### src/rtl/key_sw_capture.sv
// Push-button capture: synchronizes and debounces an active-low key, latches the
// switch vector on a qualified press and offers it downstream via valid/ready.
module key_sw_capture #(
    parameter int unsigned DB_CYCLES = 4,
    parameter int unsigned DW        = 9
) (
    input  logic          clk,
    input  logic          rst_n,
    input  logic          key,
    input  logic [DW-1:0] sw,
    input  logic          out_ready,
    output logic          out_valid,
    output logic [DW-1:0] out_data,
    output logic          busy,
    output logic [7:0]    press_cnt
);

    localparam logic [1:0] IDLE      = 2'd0;
    localparam logic [1:0] DEB_PRESS = 2'd1;
    localparam logic [1:0] HOLD      = 2'd2;
    localparam logic [1:0] DEB_REL   = 2'd3;

    localparam logic [7:0] DB_LAST = 8'(DB_CYCLES - 1);

    logic          key_s1_q, key_s_q;
    logic [1:0]    state_q, state_d;
    logic [7:0]    cnt_q, cnt_d;
    logic          valid_q, valid_d;
    logic [DW-1:0] data_q, data_d;
    logic [7:0]    pcnt_q, pcnt_d;
    logic          busy_q, busy_d;

    // Synchronizer idles high so reset looks like a released key.
    always_ff @(posedge clk or negedge rst_n) begin
        if (!rst_n) begin
            key_s1_q <= 1'b1;
            key_s_q  <= 1'b1;
        end else begin
            key_s1_q <= key;
            key_s_q  <= key_s1_q;
        end
    end

    always_comb begin
        state_d = state_q;
        cnt_d   = cnt_q;
        valid_d = valid_q;
        data_d  = data_q;
        pcnt_d  = pcnt_q;
        case (state_q)
            IDLE: begin
                if (!key_s_q) begin
                    if (DB_CYCLES == 1) begin
                        data_d  = sw;
                        valid_d = 1'b1;
                        cnt_d   = '0;
                        state_d = HOLD;
                    end else begin
                        cnt_d   = 8'd1;
                        state_d = DEB_PRESS;
                    end
                end
            end
            DEB_PRESS: begin
                if (key_s_q) begin
                    cnt_d   = '0;
                    state_d = IDLE;
                end else if (cnt_q == DB_LAST) begin
                    data_d  = sw;
                    valid_d = 1'b1;
                    cnt_d   = '0;
                    state_d = HOLD;
                end else begin
                    cnt_d = cnt_q + 8'd1;
                end
            end
            HOLD: begin
                if (valid_q && out_ready) begin
                    valid_d = 1'b0;
                    pcnt_d  = pcnt_q + 8'd1;
                    cnt_d   = '0;
                    state_d = DEB_REL;
                end
            end
            DEB_REL: begin
                // cnt holds the run of consecutive high samples seen so far
                if (!key_s_q) begin
                    cnt_d = '0;
                end else if (cnt_q == DB_LAST) begin
                    cnt_d   = '0;
                    state_d = IDLE;
                end else begin
                    cnt_d = cnt_q + 8'd1;
                end
            end
            default: begin
                cnt_d   = '0;
                state_d = IDLE;
            end
        endcase
        busy_d = (state_d != IDLE);
    end

    always_ff @(posedge clk or negedge rst_n) begin
        if (!rst_n) begin
            state_q <= IDLE;
            cnt_q   <= '0;
            valid_q <= 1'b0;
            data_q  <= '0;
            pcnt_q  <= '0;
            busy_q  <= 1'b0;
        end else begin
            state_q <= state_d;
            cnt_q   <= cnt_d;
            valid_q <= valid_d;
            data_q  <= data_d;
            pcnt_q  <= pcnt_d;
            busy_q  <= busy_d;
        end
    end

    assign out_valid = valid_q;
    assign out_data  = data_q;
    assign busy      = busy_q;
    assign press_cnt = pcnt_q;

endmodule

### config.mk
export PLATFORM = sky130hd
export DESIGN_NAME = key_sw_capture
export DESIGN_NICKNAME = d
export VERILOG_FILES = /design/src/rtl/key_sw_capture.sv
export SDC_FILE = /design/constraint.sdc
export NUM_CORES = 1
export LEC_CHECK = 0
export ABC_CLOCK_PERIOD_IN_PS = 1910
export BUFFER_PORTS_ARGS = -buffer_cell sky130_fd_sc_hd__buf_2
export CORE_ASPECT_RATIO = 0.75
export CORE_MARGIN = 1
export CORE_UTILIZATION = 35
export CTS_BUF_LIST = sky130_fd_sc_hd__clkbuf_4 sky130_fd_sc_hd__clkbuf_8
export DETAILED_ROUTE_END_ITERATION = 16
export PLACE_DENSITY = 0.58
export RECOVER_POWER = 25
export SLEW_MARGIN = 40
export SYNTH_ARGS = -nofsm -noshare
export SYNTH_HDL_FRONTEND = slang
export SYNTH_SLANG_ARGS = --single-unit
### constraint.sdc
create_clock -name clk -period 1.91 [get_ports clk]
set_input_delay 0.0955 -clock clk [delete_from_list [all_inputs] [get_ports clk]]
set_output_delay 0.0955 -clock clk [all_outputs]
set_load 0.02 [all_outputs]
==> flow_metrics.tcl <==
set metrics [dict create \
    synthesis.area_mm2 0.00142 \
    cts_tree "built" \
    cts_htree_levels 2 \
    max_clock_freq_mhz 561 \
    combPwrFrac 0.356 \
    drtAntennaViolNets 0 \
    synth_seq_cells 31 \
    path_class "reg2reg" \
    worst_slew_pin_slew_ps 751 \
    drcViolationCount 0 \
    clock_sinks 31 \
    slew-limit-headroom 0.499 \
    cp.required_ps 2100 \
    cts_buffers 5 \
    syn_area_per_cell_um2 11.8 \
    antenna_found_initial 0 \
    max-vdd-ir-drop_uv 458 \
    synth_seq_area_share 0.547 \
    port_buffers 31 \
    reg2reg_setup_slack_ps 130 \
    crit_arrival_ps 1970 \
    syn_to_final_growth_pct 21.8 \
    n_antenna_cell 0 \
    endpoint "cnt_q[7]$_DFFE_PN0P_" \
    startpoint "cnt_q[0]$_DFFE_PN0P_" \
    pin_count 32 \
    vias 992 \
    synthCells 121 \
    grt_pass1_wl_um 4020 \
    cts_buffer_depth 2 \
    grt_overflow_total 0 \
    crit_fanout 6 \
    hold_path.class "in2reg" \
    postLayoutCoreUtil 0.458 \
    grt.total_usage 0.126 \
    clk_pin_slew_ps 60 \
    drtIter0Drc 29 \
    powerDensity_mw_per_mm2 1380 \
    startpoint_type "register" \
    r2r-end "cnt_q[7]$_DFFE_PN0P_" \
    grt_pass1_vias 907 \
    slew_violations 0 \
    reg2reg_depth 6 \
    r2r_start "cnt_q[0]$_DFFE_PN0P_" \
    die_x_um 75.6 \
    via_per_inst 4.70 \
    drive_gt1_frac 0.277 \
    cp-end-kind "register" \
    fill_cells 352 \
    critPathSlowestCell "dfrtp_1" \
    yosysUniqueCellTypes 32 \
    tns_ps 0 \
    grt_max_degree 32 \
    power.internal_w 0.00147 \
    coreArea_mm2 0.00378 \
    dpl.hpwl_um 1790 \
    place_congestion 0.818 \
    initial_utilization 0.376 \
    crit_chain "ha_1 > nor4b_4 > buf_4 > a211oi_2 > o21ai_0 > a31oi_1" \
    fin_crit_ps 1780 \
    period_share 0.934 \
    drt_pass1_iterations 4 \
    max_stage_delay_ps 420 \
    seqPwrFrac 0.434 \
    die-area_mm2 0.00433 \
    rsz0062_at_grt "false" \
    final-hold-violation-count 0 \
    nNetsFinal 174 \
    setup_viol 0 \
    clock_skew_ps 1.80 \
    yosysWarningCount 0 \
    fp-row-count 19 \
    swShare 0.382 \
    root_buffer "clkbuf_8" \
    p_total_w 0.00238 \
    status "finished clean" \
    maxCapViolCount 0 \
    cts_resized 0 \
    clk_latency_ps 270 \
    wl_um 2480 \
    p_switching_w 0.000910 \
    pwr-share-clk 0.210 \
    post_drt_wl_per_cell_um 11.8 \
    synth_fp_nets 136 \
    cellLeakagePower_nw 0.767 \
    die_h_um 57.2 \
]
==> through the flow <==
| stage | std cells | worst slack [ps] | instance area (µm²) | hold slack (ps) |
|---|---|---|---|---|
| 2_1_floorplan | 121 | 315 | 1420 | -200 |
| 3_3_place_gp | 201 | 172 | 1640 | 163 |
| 3_5_place_dp | 201 | 114 | 1640 | 178 |
| 4_1_cts | 210 | 104 | 1740 | 44.8 |
| 5_1_grt | 211 | 11.1 | 1730 | 42.0 |
| 6_report | 211 | 126 | 1730 | 54.3 |
==> placed cells by master (no fill, tap or decap), types with 3 or more instances in the layout <==
| cell type | instances |
|---|---|
| nand3_1 | 7 |
| clkbuf_8 | 6 |
| dfrtp_1 | 29 |
| nand2_1 | 7 |
| mux2_2 | 10 |
| xor2_1 | 3 |
| nand4_1 | 4 |
| a21oi_1 | 6 |
| a31oi_1 | 3 |
| inv_1 | 6 |
| buf_4 | 3 |
| buf_2 | 16 |
| xnor2_1 | 9 |
| nor2_1 | 7 |
| clkbuf_1 | 14 |
==> worst min-delay path by stage <==
stage               slack (ps)                 endpoint  depth (start not counted)   from
floorplan                 -200           busy$_DFF_PN0_                          0  rst_n
global placement           160  out_data[6]$_DFFE_PN0P_                          1  rst_n
detailed placement         180  out_data[7]$_DFFE_PN0P_                          1  rst_n
CTS                         40  out_data[7]$_DFFE_PN0P_                          2  sw[7]
global route                40  out_data[4]$_DFFE_PN0P_                          2  sw[4]
finish                      50  out_data[2]$_DFFE_PN0P_                          2  sw[2]
==> routing by layer <==
| layer | vias to the layer above | track usage | wire length, µm |
|---|---|---|---|
| li1 | 504 | - | - |
| met1 | 460 | 0.169 | 1270 |
| met2 | 28 | 0.188 | 1060 |
| met3 | 0 | 0.0477 | 157 |
| met4 | 0 | 0.0397 | 0 |
| met5 | - | 0 | 0 |
==> worst max-delay path: cells and delay by family, from the launching register on <==
kind	cells	cell delay (ps)
AND/OR/NAND/NOR	1	140
AO/OA/AOI/OAI	3	730
adder cells (fa/ha/maj)	1	250
buffers and inverters	1	170
flip-flops	1	420
==> flip-flops by register name (all words and copies together), names as in the netlist <==
register,flops
busy,1
key_s1_q,1
state_q,2
out_data,9
out_valid,1
key_s_q,1
press_cnt,8
cnt_q,8
==> power by group through the flow <==
| stage | combinational (W) | clock [W] | sequential [W] |
|---|---|---|---|
| finish | 0.000849 | 0.000500 | 0.00104 |
| global route | 0.000942 | 0.000554 | 0.00107 |
| CTS | 0.000885 | 0.000526 | 0.00103 |
| detailed placement | 0.000877 | 0 | 0.00104 |
| global placement | 0.000857 | 0 | 0.00104 |
| floorplan | 0.000484 | 0 | 0.00116 |
==> area by class of cell <==
type                       instances  area [µm²]  share of cell area
tap                               52        65.1              0.0375
timing repair buffer              36         180               0.104
sequential                        31         778               0.449
inverter                           6        22.5              0.0130
multi-input combinational         79         599               0.346
clock buffer                       6        82.6              0.0477
clock inverter                     1        5.00             0.00289
==> synth_stat cells <==
master     instances  area (µm²)
and4b_1            1        10.0
a31oi_1            3        18.8
inv_1              6        22.5
nor4b_4            1        23.8
a21o_1             2        15.0
nand4_4            1        21.3
nor2_1             7        26.3
nor3_2             1        10.0
a21boi_0           2        15.0
a211oi_2           1        12.5
ha_1               2        25.0
dfstp_2            2        52.6
buf_2              2        10.0
a21oi_1            6        30.0
or2_0              1        6.26
o21ai_0            2        10.0
o22ai_1            1        6.26
clkbuf_1           2        7.51
and3_1             1        6.26
and4_1             1        8.76
a211oi_1           2        15.0
a32o_1             2        20.0
xor2_1             3        26.3
nand4_1            4        25.0
clkbuf_2           1        5.00
mux2_2            10         113
dfrtp_1           29         726
or2_2              1        6.26
nand3_1            7        35.0
xnor2_1            9        78.8
nand2_1            7        26.3
o2bb2ai_1          1        8.76
==> cells by family after synthesis <==
| kind of cell | share of synthesized area |
|---|---|
| fa+ha+maj | 0.0176 |
| xor+xnor | 0.0739 |
| flops | 0.547 |
| buf+inv | 0.0317 |
| mux | 0.0792 |
| simple gates | 0.144 |
| compound gates | 0.106 |
==> repair_timing <==
| item | 4_1_cts | 5_1_grt |
|---|---|---|
| hold buffers | 2 | 0 |
| setup endpoints to repair | 0 | 5 |
| setup buffers | 0 | 1 |
| hold endpoints to repair | 30 | 0 |
(Power assumes the default switching activity.)
